`src/rtl/blaster_tx_arbiter.sv`:
```
// ---------------------------------------------------------------------------
// blaster_tx_arbiter
//
// Shares one UART byte transmitter among NUM_REQ requesters. Arbitration is
// round-robin per packet: once a requester wins, it keeps the transmitter
// until it sends a byte flagged "last". Each byte is handed to the tx engine
// with a start pulse. The arbiter then waits for done to rise and fall again.
// A watchdog abandons the byte if the engine hangs.
//
// Ports:
//   i_clk        system clock
//   reset        synchronous active-high reset
//   i_req_valid  per-requester byte-ready flags
//   i_req_data   requester k byte in bits [8k+7:8k]
//   i_req_last   per-requester end-of-packet flags
//   o_req_ready  one-cycle acceptance pulse (only during START)
//   o_grant      one-hot current owner, zero when nobody owns the engine
//   o_tx_start   one-cycle start pulse to the tx engine
//   o_tx_data    byte to the tx engine, stable from START back to IDLE
//   i_tx_done    engine done, high for one or more cycles at end of frame
//   o_busy       high in every state except IDLE
//   o_timeout    one-cycle pulse when the watchdog abandons a byte
// ---------------------------------------------------------------------------
module blaster_tx_arbiter #(
  parameter int NUM_REQ      = 4,
  parameter int TIMEOUT_CLKS = 65535,
  parameter int CNT_W        = 16
) (
  input  logic                 i_clk,
  input  logic                 reset,
  input  logic [NUM_REQ-1:0]   i_req_valid,
  input  logic [8*NUM_REQ-1:0] i_req_data,
  input  logic [NUM_REQ-1:0]   i_req_last,
  output logic [NUM_REQ-1:0]   o_req_ready,
  output logic [NUM_REQ-1:0]   o_grant,
  output logic                 o_tx_start,
  output logic [7:0]           o_tx_data,
  input  logic                 i_tx_done,
  output logic                 o_busy,
  output logic                 o_timeout
);

  localparam int IDX_W = $clog2(NUM_REQ);
  localparam int SUM_W = IDX_W + 1;
  localparam logic [IDX_W-1:0] LAST_IDX = IDX_W'(NUM_REQ - 1);
  localparam logic [CNT_W-1:0] WD_LIMIT = CNT_W'(TIMEOUT_CLKS - 1);

  typedef enum logic [1:0] {
    ST_IDLE,
    ST_START,
    ST_WAIT_DONE,
    ST_WAIT_IDLE
  } state_t;

  state_t             state_reg, state_next;
  logic               lock_reg, lock_next;
  logic [IDX_W-1:0]   last_ptr_reg, last_ptr_next;
  logic [IDX_W-1:0]   owner_reg, owner_next;
  logic               last_flag_reg, last_flag_next;
  logic [CNT_W-1:0]   wd_reg, wd_next;
  logic [NUM_REQ-1:0] grant_reg, grant_next;
  logic [NUM_REQ-1:0] ready_reg, ready_next;
  logic               start_reg, start_next;
  logic [7:0]         data_reg, data_next;
  logic               busy_reg, busy_next;
  logic               timeout_reg, timeout_next;

  // While a packet is locked only its owner may compete, so the same
  // round-robin search below serves both the open and the locked case.
  logic [NUM_REQ-1:0] eligible;
  logic [7:0]         req_byte [NUM_REQ];

  for (genvar gi = 0; gi < NUM_REQ; gi++) begin : g_req
    assign req_byte[gi] = i_req_data[8*gi +: 8];
    assign eligible[gi] = i_req_valid[gi] & (~lock_reg | (owner_reg == IDX_W'(gi)));
  end

  // Search last_ptr+1, last_ptr+2, ... (mod NUM_REQ); the first eligible wins.
  logic [SUM_W-1:0]   cand_sum;
  logic [IDX_W-1:0]   win_idx;
  logic               win_found;
  logic [NUM_REQ-1:0] win_onehot;

  always_comb begin
    win_found = 1'b0;
    win_idx   = '0;
    cand_sum  = '0;
    for (int i = 1; i <= NUM_REQ; i++) begin
      cand_sum = {1'b0, last_ptr_reg} + SUM_W'(i);
      if (cand_sum >= SUM_W'(NUM_REQ)) begin
        cand_sum = cand_sum - SUM_W'(NUM_REQ);
      end
      if (!win_found && eligible[cand_sum[IDX_W-1:0]]) begin
        win_found = 1'b1;
        win_idx   = cand_sum[IDX_W-1:0];
      end
    end
  end

  assign win_onehot = {{(NUM_REQ-1){1'b0}}, 1'b1} << win_idx;

  // The watchdog compares the incremented value. The abort decision is then
  // taken TIMEOUT_CLKS-1 cycles after START. Because o_timeout is registered,
  // the pulse lands exactly TIMEOUT_CLKS cycles after the start pulse.
  // Completion in the same cycle takes priority over the abort.
  logic [CNT_W-1:0] wd_inc;
  logic             wd_abort;

  assign wd_inc   = wd_reg + CNT_W'(1);
  assign wd_abort = (wd_inc == WD_LIMIT) &&
                    (((state_reg == ST_WAIT_DONE) && !i_tx_done) ||
                     ((state_reg == ST_WAIT_IDLE) &&  i_tx_done));

  // State register, plus the registered outputs and the arbitration state.
  always_ff @(posedge i_clk) begin
    if (reset) begin
      state_reg     <= ST_IDLE;
      lock_reg      <= 1'b0;
      last_ptr_reg  <= LAST_IDX;
      owner_reg     <= '0;
      last_flag_reg <= 1'b0;
      wd_reg        <= '0;
      grant_reg     <= '0;
      ready_reg     <= '0;
      start_reg     <= 1'b0;
      data_reg      <= 8'h00;
      busy_reg      <= 1'b0;
      timeout_reg   <= 1'b0;
    end else begin
      state_reg     <= state_next;
      lock_reg      <= lock_next;
      last_ptr_reg  <= last_ptr_next;
      owner_reg     <= owner_next;
      last_flag_reg <= last_flag_next;
      wd_reg        <= wd_next;
      grant_reg     <= grant_next;
      ready_reg     <= ready_next;
      start_reg     <= start_next;
      data_reg      <= data_next;
      busy_reg      <= busy_next;
      timeout_reg   <= timeout_next;
    end
  end

  // Next-state logic.
  always_comb begin
    state_next = state_reg;
    case (state_reg)
      ST_IDLE: begin
        if (win_found) state_next = ST_START;
      end
      ST_START: begin
        state_next = ST_WAIT_DONE;
      end
      ST_WAIT_DONE: begin
        // A done that is already high on entry counts as completion.
        if (i_tx_done)     state_next = ST_WAIT_IDLE;
        else if (wd_abort) state_next = ST_IDLE;
      end
      ST_WAIT_IDLE: begin
        // Wait for done to fall, so a stale done cannot launch the next byte.
        if (!i_tx_done)    state_next = ST_IDLE;
        else if (wd_abort) state_next = ST_IDLE;
      end
      default: state_next = ST_IDLE;
    endcase
  end

  // Output and datapath logic. Each output is computed one cycle ahead,
  // so its register holds the value that belongs to state_next.
  always_comb begin
    lock_next      = lock_reg;
    last_ptr_next  = last_ptr_reg;
    owner_next     = owner_reg;
    last_flag_next = last_flag_reg;
    wd_next        = wd_reg;
    grant_next     = grant_reg;
    ready_next     = '0;
    start_next     = 1'b0;
    data_next      = data_reg;
    timeout_next   = 1'b0;

    case (state_reg)
      ST_IDLE: begin
        if (win_found) begin
          data_next      = req_byte[win_idx];
          last_flag_next = i_req_last[win_idx];
          owner_next     = win_idx;
          grant_next     = win_onehot;
          ready_next     = win_onehot;
          start_next     = 1'b1;
        end else if (!lock_reg) begin
          grant_next = '0;
        end
      end
      ST_START: begin
        wd_next = '0;
      end
      ST_WAIT_DONE: begin
        wd_next = wd_inc;
      end
      ST_WAIT_IDLE: begin
        wd_next = wd_inc;
        if (!i_tx_done) begin
          if (last_flag_reg) begin
            lock_next     = 1'b0;
            last_ptr_next = owner_reg;
            grant_next    = '0;
          end else begin
            lock_next = 1'b1;
          end
        end
      end
      default: ;
    endcase

    // A hung byte counts as sent: release the packet and move the pointer on.
    if (wd_abort) begin
      timeout_next  = 1'b1;
      lock_next     = 1'b0;
      last_ptr_next = owner_reg;
      grant_next    = '0;
    end

    busy_next = (state_next != ST_IDLE);
  end

  assign o_req_ready = ready_reg;
  assign o_grant     = grant_reg;
  assign o_tx_start  = start_reg;
  assign o_tx_data   = data_reg;
  assign o_busy      = busy_reg;
  assign o_timeout   = timeout_reg;

endmodule

```
`config.mk`:
```
export PLATFORM = sky130hd
export DESIGN_NAME = blaster_tx_arbiter
export DESIGN_NICKNAME = d
export VERILOG_FILES = /design/src/rtl/blaster_tx_arbiter.sv
export SDC_FILE = /design/constraint.sdc
export NUM_CORES = 1
export LEC_CHECK = 0
export CORE_ASPECT_RATIO = 1.25
export CORE_MARGIN = 5
export CORE_UTILIZATION = 35
export DETAILED_ROUTE_END_ITERATION = 8
export HOLD_SLACK_MARGIN = 0.02
export MAX_ROUTING_LAYER = met4
export PLACE_DENSITY = 0.71
export SETUP_SLACK_MARGIN = 0.5
export SYNTH_ARGS = -nofsm -noshare
export SYNTH_HDL_FRONTEND = slang
export SYNTH_SLANG_ARGS = --single-unit
```
`constraint.sdc`:
```
create_clock -name i_clk -period 2.1 [get_ports i_clk]
set_input_delay 0.21 -clock i_clk [delete_from_list [all_inputs] [get_ports i_clk]]
set_output_delay 0.21 -clock i_clk [all_outputs]
set_load 0.03 [all_outputs]
```
### Word level (Yosys, flattened, before mapping)

Index checks and enable logic that the tools add are counted.

* multiplexer cells: 43
* magnitude comparators: 10
* shift operators: 1
* bitwise gates (word level): 13
* equal/unequal tests: 11
* $add $sub $neg: 9
* reductions and logical operators: 26

Operators with widths (count)
* 2-bit 2-to-1 mux: 16
* 16-bit one-hot mux with 2 select lines: 1
* 16-bit by 1-bit adder with 16-bit output, second input constant: 1
* 8-bit binary-select mux with 2-bit select: 1
* 16-bit equality test, second input constant: 1
* 4-bit 2-to-1 mux: 4
* 8-bit 2-to-1 mux: 2
* 3-bit greater-or-equal comparator, second input constant: 5
* 2-bit by 3-bit < comparator with 1-bit output, second input constant: 5
* 1-bit 2-to-1 mux: 12
* 1-bit binary-select mux with 2-bit select: 5
* 2-bit nonzero test: 5
* 2-bit equality test, second input constant: 4
* 2-bit one-hot mux with 4 select lines: 1
* 4-bit one-hot mux with 2 select lines: 1
* 2-bit by 1-bit subtractor with 2-bit output, second input constant: 4
* 2-bit by 2-bit adder with 3-bit output, second input constant: 2
* 1-bit logical AND: 6
* 2-bit OR reduction: 3
* 1-bit bitwise AND: 4
* 2-bit by 1-bit equality test with 1-bit output, second input constant: 2
* 1-bit zero test: 4
* 2-bit zero test: 2
* 2-bit inequality test, second input constant: 2
* other kinds (13): 20

* bits in registers: 43
* output and inout bits: 19
* bits of input ports: 43

### Logic depth before layout (Yosys ltp)

Gate-level depths: netlist of run 1.

* word-level depth: 19
* depth in mapped cells: 10
* mapped depth without buffers: 8

### Worst setup path after synthesis of run 1

Ideal clock, no wire load.

* kind: register -> register
* start point: register wd_reg[0]
* end point: register busy_reg, in the netlist o_busy
* setup time: 0.119 ns
* cell stages (with the launch flop): 8
* arrival time: 2.075 ns
* path slack: -0.094 ns
* clock period less this slack: 2.194 ns
* required time: 1.981 ns
* cells stage by stage: dfxtp_1 ha_1 xnor2_1 or4_1 nor4_2 nand3_1 maj3_2 o221a_1

* cells in the longest elaborated chain, start to end: 7
* elaborated cells between the ends (all ways): 8
* classes of those cells: add/sub: 1; eq/ne: 1; mux: 4; reduce/logical: 2

RTL lines
* from (decl): RTL line 60 `logic [CNT_W-1:0] wd_reg, wd_next;`
* from (signal assigned): RTL line 135 `wd_reg <= wd_next;`
* 16-bit by 1-bit adder with 16-bit output (*): RTL line 109 `assign wd_inc = wd_reg + CNT_W'(1);`
* 16-bit equality test (*): RTL line 110 `assign wd_abort = (wd_inc == WD_LIMIT) &&`
* 1-bit logical AND (*): RTL line 110
* 2-bit 2-to-1 mux (*): RTL line 158, 163
* 2-bit 2-to-1 mux (on tied branches): RTL line 162, 157
* 2-bit one-hot mux with 4 select lines (*): RTL line 148 `case (state_reg)`
* 2-bit nonzero test (*): RTL line 225 `busy_next = (state_next != ST_IDLE);`
* to (signal assigned): RTL line 140 `busy_reg <= busy_next;`
* to (decl): RTL line 65 `logic busy_reg, busy_next;`

Mark *: on every way between the ends. The rest lies on a longest branch, timed or not.
A chain may end at the register's enable or synchronous reset.

### Worst setup path in the final report of run 1

* start point: register last_ptr_reg[0]
* end point: register owner_reg[0]

* cells in the longest elaborated chain, start to end: 16
* elaborated cells between the ends (all ways): 39
* classes of those cells: add/sub: 8; order compare: 4; mux: 20; reduce/logical: 7

RTL lines
* from (decl): RTL line 57 `logic [IDX_W-1:0] last_ptr_reg, last_ptr_next;`
* from (signal assigned): RTL line 132 `last_ptr_reg <= last_ptr_next;`
* 2-bit by 1-bit adder with 3-bit output: RTL line 89 `cand_sum = {1'b0, last_ptr_reg} + SUM_W'(i);`
* 3-bit greater-or-equal comparator / 2-bit by 1-bit subtractor with 2-bit output (equally long branches): RTL line 90, 91
* 2-bit 2-to-1 mux: RTL line 90 `if (cand_sum >= SUM_W'(NUM_REQ)) begin`
* 1-bit binary-select mux with 2-bit select: RTL line 93 `if (!win_found && eligible[cand_sum[IDX_W-1:0]]) begin`
* 1-bit 2-to-1 mux (implied by the code): RTL line 93
* 1-bit 2-to-1 mux: RTL line 93
* 1-bit zero test: RTL line 93
* 1-bit logical AND: RTL line 93
* 1-bit 2-to-1 mux: RTL line 93
* 1-bit zero test: RTL line 93
* 1-bit logical AND: RTL line 93
* 1-bit 2-to-1 mux: RTL line 93
* 1-bit zero test: RTL line 93
* 1-bit logical AND: RTL line 93
* 1-bit 2-to-1 mux: RTL line 93
* 2-bit AND reduction (no line)
* to (signal assigned): RTL line 133 `owner_reg <= owner_next;`
* to (decl): RTL line 58 `logic [IDX_W-1:0] owner_reg, owner_next;`

Parallel ways exist; a longest one is shown, timed or not. The select of a mux whose other input is x is not followed.

==> summary.txt, run 1 <==
Status
  • Status: complete, but fails checks
  • Failing checks: negative setup slack

Logic synthesis
  • Commonest cells in the synthesized netlist: dfxtp_1, a21oi_1, nor2_1
  • Net Count, Synth: 384
  • Register area share after synthesis: 31.4%
  • Synth async-reset ratio: 0%
  • Yosys top cell by area: dfxtp_1
  • Top_reg_cell synth: dfxtp_1
  • Gate Count Post-Synth: 339
  • Synth unique cells: 65
  • Share of the synthesized area in the top cell type: 31.4%
  • Mapped Area: 2740 um2
  • Yosys warns: 0
  • Largest cells by area after synthesis: dfxtp_1, a21oi_1, o21ai_0
  • Synth Area per Inst: 8.08 um2
  • #FFs+latches synth: 43
  • Count leader, synth: dfxtp_1
  • Number of synthesized flops with an enable pin: 0

Final layout
  • Final cell count without fillers: 548
  • Syn-to-layout area delta: 59.4%
  • Share of cells above drive strength 1: 34.2%
  • Nets: 497
  • Antenna diodes: 0
  • Max reg flops: 16
  • Fill cells: 669
  • FF/Latch Area: 882 um2
  • Multi-input logic area: 2050 um2
  • Design Area, Final: 4360 um2

Die
  • Initial Util: 35.5%
  • Die X: 89.1 um
  • Die area: 9700 um2
  • Rows: 36
  • Chip Height: 109 um
  • IO Pins: 62
  • Core area: 7700 um2

STA
  • Fmax: 458 MHz
  • Final Hold Viols: 0
  • Fin crit period: 2.18 ns
  • Final count of negative-setup-slack endpoints: 13
  • Final Max Tran Viols: 0
  • Layout Skew: 0.00848 ns
  • Fin crit share: 104%
  • Slew @ Worst Pin: 0.521 ns
  • Worst rel slew slack: 65.2%
  • RSZ-0062 raised after global routing: true
  • Setup slack after layout: -0.0823 ns

Place
  • Area post-placement: 3850 um2
  • I/O Buffers: 61
  • Placed cells: 532
  • GP Congestion: 0.900
  • DP Wirelength: 6770 um

GRT
  • Initial antenna violation count: 0
  • GRT Total Usage: 19.6%
  • Largest net degree at the start of global routing: 18
  • Grt ovf: 0
  • Vias in the first global route: 3,083
  • First-pass GRT wire length: 14,600 um

Worst setup path
  • Startpoint types: register
  • Max FO, Critical Path: 8
  • Required time worst endpoint: 2.34 ns
  • CP endpoint kind: register
  • Arrival @ worst endpoint: 2.42 ns
  • Worst setup path class: register to register

Clock tree
  • Hold_buf cts: 0
  • Clk sinks: 43
  • Worst-Skew Late Latency: 0.31 ns
  • Max Buffers Root-to-Sink: 2
  • Clock buffer count from CTS: 5
  • CTS root buf: clkbuf_8
  • H-tree Lvls: 2
  • TritonCTS clock tree: yes
  • Clock transition at path regs: 0.09 ns

Pwr
  • Seq pwr share: 39.0%
  • Net Sw Power: 830 uW
  • Clk pwr share: 24.1%
  • IR drop worst, VDD: 390 uV
  • Sw Share: 35.3%
  • Pwr dens: 539 nW/um2
  • Int Power: 1.52 mW
  • Logic pwr share: 36.9%
  • Leak pwr: 1.68 nW

Route
  • Detail Route Antenna Nets: 0
  • Via Count: 3,146
  • Via-to-Cell Ratio: 5.74
  • Post-Route WL: 9600 um
  • DRT Pass-1 Iters: 4
  • Drt wl/cell: 17.5 um
  • Post-route DRC: 0
  • DRT iter0 DRCs: 168

Flow run
  • Maxcap violations: 0

Worst hold path
  • Hold/Removal Path Class: register to register
==> power by group through the flow <==
stage                     combinational [mW]  sequential, mW  clock, mW
after floorplan                        0.333            1.00          0
after global placement                 0.753           0.933          0
after detailed placement               0.765           0.935          0
after CTS                              0.826           0.915      0.581
after global routing                   0.929           0.923      0.616
final                                  0.869           0.916      0.567
==> layer usage <==
| layer | part of all wire, % | GRT usage (%) |
|---|---|---|
| met5 | 0 | - |
| met4 | 3.1 | 7.13 |
| met3 | 5.0 | 2.80 |
| met2 | 54 | 33.8 |
| met1 | 38 | 22.8 |
==> what timing repair did <==
action / 4_1_cts / 5_1_grt
resized for setup: 51 / 38
setup endpoints to repair: 31 / 38
cloned: 1 / 0
setup buffers: 5 / 2
pin swaps: 19 / 14
==> layout by cell type, fill, tap and decap left out, types with 4 or more instances in the layout <==
master	instances
clkdlybuf4s50_1	55
buf_4	53
dfxtp_1	34
nor2_1	26
a21oi_1	26
nand2_1	22
o21ai_0	20
nand3_1	16
buf_6	14
mux2i_1	9
o21ai_1	7
a21bo_1	7
inv_1	6
a21oi_2	6
a221oi_1	6
nand3_2	6
o211ai_1	5
nor3_1	5
clkbuf_8	5
dfxtp_2	5
nand4b_1	4
nand4_1	4
nor2_4	4
a311oi_1	4
nand3b_1	4
mux2_2	4
dfxtp_4	4
dlymetal6s2s_1	4
==> worst max-delay path, stage by stage (launching register included) <==
cell and delay [ns]:
dfxtp_4 0.41, buf_6 0.13, mux2i_1 0.19, o211ai_1 0.16, nor4b_2 0.19, or4_1 0.50
buf_6 0.17, nor2_4 0.16, a22oi_1 0.10, nor2_1 0.11
==> per-stage QoR <==
stage | hold WS (ns) | utilization (%) | setup TNS (ns) | setup WS [ns] | total power, mW
floorplan | 0.386 | - | 0 | 0.0301 | 1.34
global placement | 0.465 | 50.0 | -4.18 | -0.323 | 1.69
detailed placement | 0.474 | 50.0 | -5.31 | -0.399 | 1.70
CTS | 0.491 | 54.4 | -0.300 | -0.0567 | 2.32
global route | 0.521 | 56.7 | -2.07 | -0.169 | 2.47
finish | 0.494 | 56.7 | -0.694 | -0.0823 | 2.35
==> path summary, 6_finish.rpt <==
kind	slack (ns)	from	end	cells past startpoint
setup / recovery	-0.08	last_ptr_reg[0]	owner_reg[0]	9
hold / removal	0.49	wd_reg[15]	wd_reg[15]	1
setup reg to reg	-0.08	last_ptr_reg[0]	owner_reg[0]	9
hold reg to reg	0.49	wd_reg[15]	wd_reg[15]	1
==> logic make-up (layout without fill, tap and decap cells) <==
family	count (synthesis)	count (layout)	share of synthesized area, %
AOI/OAI and AO/OA	111	111	26.8
xor gates and xnor gates	5	5	1.60
adders and majority gates	3	3	1.33
buffers and inverters	33	147	6.22
DFF	43	43	31.4
muxes	14	14	5.35
and+or+nand+nor	130	130	27.3
==> cell type report <==
cell class	count	area share, %
Inverter	10	0.860
Timing Repair Buffer	129	27.2
Sequential cell	43	20.2
Multi-Input combinational cell	263	46.9
Tap cell	95	2.72
Clock inverter	3	0.602
Clock buffer	5	1.58
Note: power is estimated with default switching activity, not from simulation.
==> run 2, diff against run 1 <==
--- a/config.mk
+++ b/config.mk
@@ -5,6 +5,7 @@
 export SDC_FILE = /design/constraint.sdc
 export NUM_CORES = 1
 export LEC_CHECK = 0
+export CAP_MARGIN = 20
 export CORE_ASPECT_RATIO = 1.25
 export CORE_MARGIN = 5
 export CORE_UTILIZATION = 35
@@ -13,6 +14,8 @@
 export MAX_ROUTING_LAYER = met4
 export PLACE_DENSITY = 0.71
 export SETUP_SLACK_MARGIN = 0.5
+export SKIP_CTS_REPAIR_TIMING = 1
+export SKIP_LAST_GASP = 1
 export SYNTH_ARGS = -nofsm -noshare
 export SYNTH_HDL_FRONTEND = slang
 export SYNTH_SLANG_ARGS = --single-unit
==> run 2 against run 1 <==
Against the previous run:
- the flow still finishes with violations (negative setup slack)
- utilization is 0.20 points lower
- final area down 0.34%
- via count decreased by 0.83%
- register-to-register slack lost 0.02 ns
- critical path type is now primary input to register
- largest power group unchanged
==> summary.txt, run 2 (synthesis gave the netlist of run 1 again) <==
Clock tree
  • H-tree Lvls: 2
  • Clk sinks: 43
  • Worst-Skew Late Latency: 0.31 ns
  • CTS root buf: clkbuf_8
  • Clock buffer count from CTS: 5
  • TritonCTS clock tree: yes
  • Clock transition at path regs: 0.09 ns
  • Max Buffers Root-to-Sink: 2

Die
  • Die X: 89.1 um
  • Rows: 36
  • IO Pins: 62
  • Die area: 9700 um2
  • Initial Util: 35.5%
  • Chip Height: 109 um
  • Core area: 7700 um2

GRT
  • First-pass GRT wire length: 13,800 um
  • GRT Total Usage: 18.5%
  • Initial antenna violation count: 0
  • Grt ovf: 0
  • Vias in the first global route: 2,934
  • Largest net degree at the start of global routing: 18

STA
  • Layout Skew: 0.00889 ns
  • RSZ-0062 raised after global routing: true
  • Setup slack after layout: -0.118 ns
  • Fin crit share: 106%
  • Slew @ Worst Pin: 0.497 ns
  • Final count of negative-setup-slack endpoints: 14
  • Fin crit period: 2.22 ns
  • Fmax: 451 MHz
  • Final Max Tran Viols: 0
  • Final Hold Viols: 0
  • Worst rel slew slack: 66.8%

Worst hold path
  • Hold/Removal Path Class: register to register
  • Hold path depth: 2

Worst setup path
  • Crit. path cell count: 10
  • CP Buf/Inv Count: 3
  • Required time worst endpoint: 2.28 ns
  • R2R Path Start: last_ptr_reg[0]
  • Slowest stage cell, crit path: or4_1
  • Crit-path leading delay family: buffers and inverters
  • Crit path to: last_flag_reg
  • Max FO, Critical Path: 8
  • Worst setup path class: primary input to register
  • R2R setup slack: -0.10 ns
  • Worst r2r path cells: 9
  • Worst path cell trace: clkdlybuf4s50_1 > buf_4 > mux2i_1 > o211ai_1 > nor4b_2 > or4_1 > buf_6 > o21ai_2 > a21bo_1 > a21oi_1
  • Critical path launch point: i_req_valid[0]
  • Arrival @ worst endpoint: 2.40 ns
  • CP peak stage delay: 0.53 ns
  • CP endpoint kind: register
  • Crit Reg-Reg Endpoint: last_flag_reg
  • Startpoint types: primary input

Final layout
  • Design Area, Final: 4350 um2
  • Syn-to-layout area delta: 58.9%
  • Nets: 495
  • Max reg flops: 16
  • Most frequent cells in the layout: buf_4, clkdlybuf4s50_1, dfxtp_1, nor2_1, a21oi_1
  • Share of cells above drive strength 1: 33.9%
  • Antenna diodes: 0
  • Fill cells: 666
  • Commonest non-fill, non-tap cell in the layout: buf_4

Route
  • Post-route DRC: 0
  • DRT Pass-1 Iters: 5
  • Via-to-Cell Ratio: 5.71
  • Post-Route WL: 9530 um
  • Detail Route Antenna Nets: 0
  • Drt wl/cell: 17.5 um
  • DRT iter0 DRCs: 166
  • Via Count: 3,120

Place
  • GP Congestion: 0.900
  • Area post-placement: 3850 um2
  • I/O Buffers: 61
  • Setup WS pre-CTS: -0.399 ns
  • DP Wirelength: 6770 um

Status
  • Status: complete, but fails checks
  • Failing checks: negative setup slack

Pwr
  • Leak pwr: 1.69 nW
  • Total power: 2.37 mW
  • Pwr dens: 544 nW/um2
  • IR drop worst, VDD: 361 uV

Flow run
  • Maxcap violations: 0
-- run 2: per-stage QoR --
stage / instances / util [%] / hold slack (ns) / TNS [ns]
finish: 546 / 56.5 / 0.497 / -1.10
CTS: 540 / 51.3 / 0.491 / -3.00
global route: 546 / 56.5 / 0.517 / -2.18
global placement: 532 / 50.0 / 0.465 / -4.18
floorplan: 339 / - / 0.386 / 0
detailed placement: 532 / 50.0 / 0.474 / -5.31
-- run 2: final cells by class --
type | count | area, um2 | share of cell area [%]
Inverter | 10 | 37.5 | 0.863
Sequential cell | 43 | 881 | 20.3
Multi-Input combinational cell | 264 | 2060 | 47.4
Timing Repair Buffer | 126 | 1160 | 26.6
Clock inverter | 3 | 26.3 | 0.604
Tap cell | 95 | 119 | 2.73
Clock buffer | 5 | 68.8 | 1.58
-- run 2: power breakdown --
group	internal, mW	switching (mW)
sequential	0.871	0.0447
combinational	0.419	0.471
clock	0.245	0.316
total	1.54	0.831
-- run 2: worst min path at each step --
| stage | from | end | slack (ns) |
|---|---|---|---|
| floorplan | i_tx_done | lock_reg | 0.39 |
| global placement | wd_reg[15] | wd_reg[15] | 0.46 |
| detailed placement | wd_reg[15] | wd_reg[15] | 0.47 |
| CTS | wd_reg[15] | wd_reg[15] | 0.49 |
| global route | wd_reg[15] | wd_reg[15] | 0.52 |
| finish | o_tx_data[5] | o_tx_data[5] | 0.50 |
-- run 2: worst min-delay path: cells and delay by family (launching register included) --
family	cells	cell delay, ns
AND/OR/NAND/NOR	2	0.13
flip-flops	1	0.32
-- run 2: metal layers --
layer  up-vias  part of all wire [%]  GRT usage (%)
met5         -                     0              -
met4         0                   3.5           7.02
met3        29                   3.3           2.72
met2        70                    54           30.9
met1      1536                    39           22.2
li1       1485                     -              -
==> run 3, diff against run 2 <==
--- a/config.mk
+++ b/config.mk
@@ -6,13 +6,12 @@
 export NUM_CORES = 1
 export LEC_CHECK = 0
 export CAP_MARGIN = 20
-export CORE_ASPECT_RATIO = 1.25
 export CORE_MARGIN = 5
 export CORE_UTILIZATION = 35
 export DETAILED_ROUTE_END_ITERATION = 8
 export HOLD_SLACK_MARGIN = 0.02
 export MAX_ROUTING_LAYER = met4
-export PLACE_DENSITY = 0.71
+export PLACE_DENSITY = 0.69
 export SETUP_SLACK_MARGIN = 0.5
 export SKIP_CTS_REPAIR_TIMING = 1
 export SKIP_LAST_GASP = 1
==> constraint.sdc (replaced) <==
create_clock -name i_clk -period 2.9 [get_ports i_clk]
set_input_delay 0.29 -clock i_clk [delete_from_list [all_inputs] [get_ports i_clk]]
set_output_delay 0.29 -clock i_clk [all_outputs]
set_load 0.03 [all_outputs]
==> run 3 against run 2 <==
Against the previous run:
- the flow now finishes without violations
- wire length down 18%
- register-to-register slack gained 0.75 ns
- clock-buffer cell count is the same
- die area shrank 0.12%
- critical path type unchanged
==> summary.txt, run 3 (synthesis gave the netlist of run 1 again) <==
Final layout
  • Commonest non-fill, non-tap cell in the layout: clkdlybuf4s50_1
  • Max reg flops: 16
  • Share of cells above drive strength 1: 15.4%
  • Most frequent cells in the layout: clkdlybuf4s50_1, dfxtp_1, a21oi_1, nor2_1, nand2_1
  • Final Util: 47.3%
  • Fill cells: 763
  • Antenna diodes: 0
  • Nets: 446
  • Syn-to-layout area delta: 32.8%

Place
  • DP Wirelength: 5620 um
  • I/O Buffers: 61
  • Setup WS pre-CTS: 0.135 ns
  • GP Congestion: 0.902

GRT
  • Vias in the first global route: 2,549
  • Largest net degree at the start of global routing: 26
  • GRT Total Usage: 16.1%
  • Initial antenna violation count: 0
  • First-pass GRT wire length: 12,600 um
  • Grt ovf: 0

Pwr
  • Leak pwr: 1.30 nW
  • IR drop worst, VDD: 276 uV
  • Total power: 1.57 mW
  • Pwr dens: 433 nW/um2

Worst setup path
  • Worst setup path class: primary input to register
  • Max FO, Critical Path: 8
  • Arrival @ worst endpoint: 2.49 ns
  • R2R Path Start: wd_reg[4]
  • Required time worst endpoint: 3.09 ns
  • Startpoint types: primary input
  • CP endpoint kind: register
  • Critical path launch point: i_req_valid[0]

Die
  • Initial Util: 35.6%
  • Core area: 7690 um2
  • Die area: 9690 um2
  • Chip Height: 98.4 um
  • IO Pins: 62
  • Rows: 32
  • Die X: 98.4 um

Route
  • Drt wl/cell: 15.5 um
  • Met2 routed WL: 3790 um
  • Met3 WL: 312 um
  • DRT iter0 DRCs: 149
  • Via-to-Cell Ratio: 5.48
  • Met1 WL: 3670 um
  • Post-route DRC: 0
  • Detail Route Antenna Nets: 0
  • Via Count: 2,764
  • DRT Pass-1 Iters: 4
  • Max Used Layer: met4
  • Post-Route WL: 7830 um

STA
  • Worst rel slew slack: 54.1%
  • Final setup TNS: 0 ns
  • Final Hold Viols: 0
  • Fmax: 435 MHz
  • WHS: 0.505 ns
  • Setup slack after layout: 0.600 ns
  • Fin crit period: 2.30 ns
  • RSZ-0062 raised after global routing: false
  • Slew @ Worst Pin: 0.687 ns
  • Fin crit share: 79.3%
  • Layout Skew: 0.00657 ns
  • Final count of negative-setup-slack endpoints: 0
  • Final Max Tran Viols: 0

Worst hold path
  • Hold path startpoint: o_grant[1]
  • Hold/Removal Path Class: register to register

Clock tree
  • Clk sinks: 43
  • H-tree Lvls: 2
  • CTS root buf: clkbuf_8
  • TritonCTS clock tree: yes
  • Clock buffer count from CTS: 5
  • Clock transition at path regs: 0.09 ns
  • Max Buffers Root-to-Sink: 2
  • Worst-Skew Late Latency: 0.30 ns

Status
  • Status: complete, no violations

Flow run
  • Maxcap violations: 0
==> run 3: worst max-delay path, stage by stage <==
cell	delay, ns
clkdlybuf4s50_1	0.55
buf_4	0.16
nor2_1	0.05
o22ai_1	0.28
nor2_1	0.17
or4_4	0.64
o21ai_1	0.15
a21bo_1	0.13
a21oi_1	0.07
==> run 3: worst paths after layout <==
check / to / slack (ns) / cells after the start
worst min register to register: o_grant[1] / 0.50 / 2
worst min-delay path: o_grant[1] / 0.50 / 2
worst max register to register: last_ptr_reg[0] / 0.65 / 7
worst max-delay path: o_tx_data[7] / 0.60 / 9
==> run 3: report_power, final <==
group	leakage, nW	switching [mW]	internal (mW)
clock network	0.0491	0.240	0.178
logic	0.899	0.265	0.214
registers	0.355	0.0443	0.632
total	1.30	0.549	1.02
==> run 3: per-layer routing <==
| metal | up-vias | track usage [%] |
|---|---|---|
| li1 | 1387 | - |
| met2 | 58 | 24.9 |
| met5 | - | - |
| met1 | 1315 | 21.9 |
| met4 | 0 | 4.20 |
| met3 | 4 | 2.41 |
==> run 3: final cells by class <==
class	instances	area (um2)	area share (%)
inverters	10	37.5	1.03
clock inverters	3	26.3	0.723
well taps	102	128	3.51
repair buffers	78	741	20.4
clock buffers	5	68.8	1.89
flip-flops and latches	43	875	24.1
multi-input cells	263	1760	48.4
==> run 3: per-stage QoR <==
step	std cells	instance area [um2]
2_1_floorplan	339	2740
3_3_place_gp	490	3430
3_5_place_dp	490	3430
4_1_cts	498	3520
5_1_grt	504	3640
6_report	504	3640
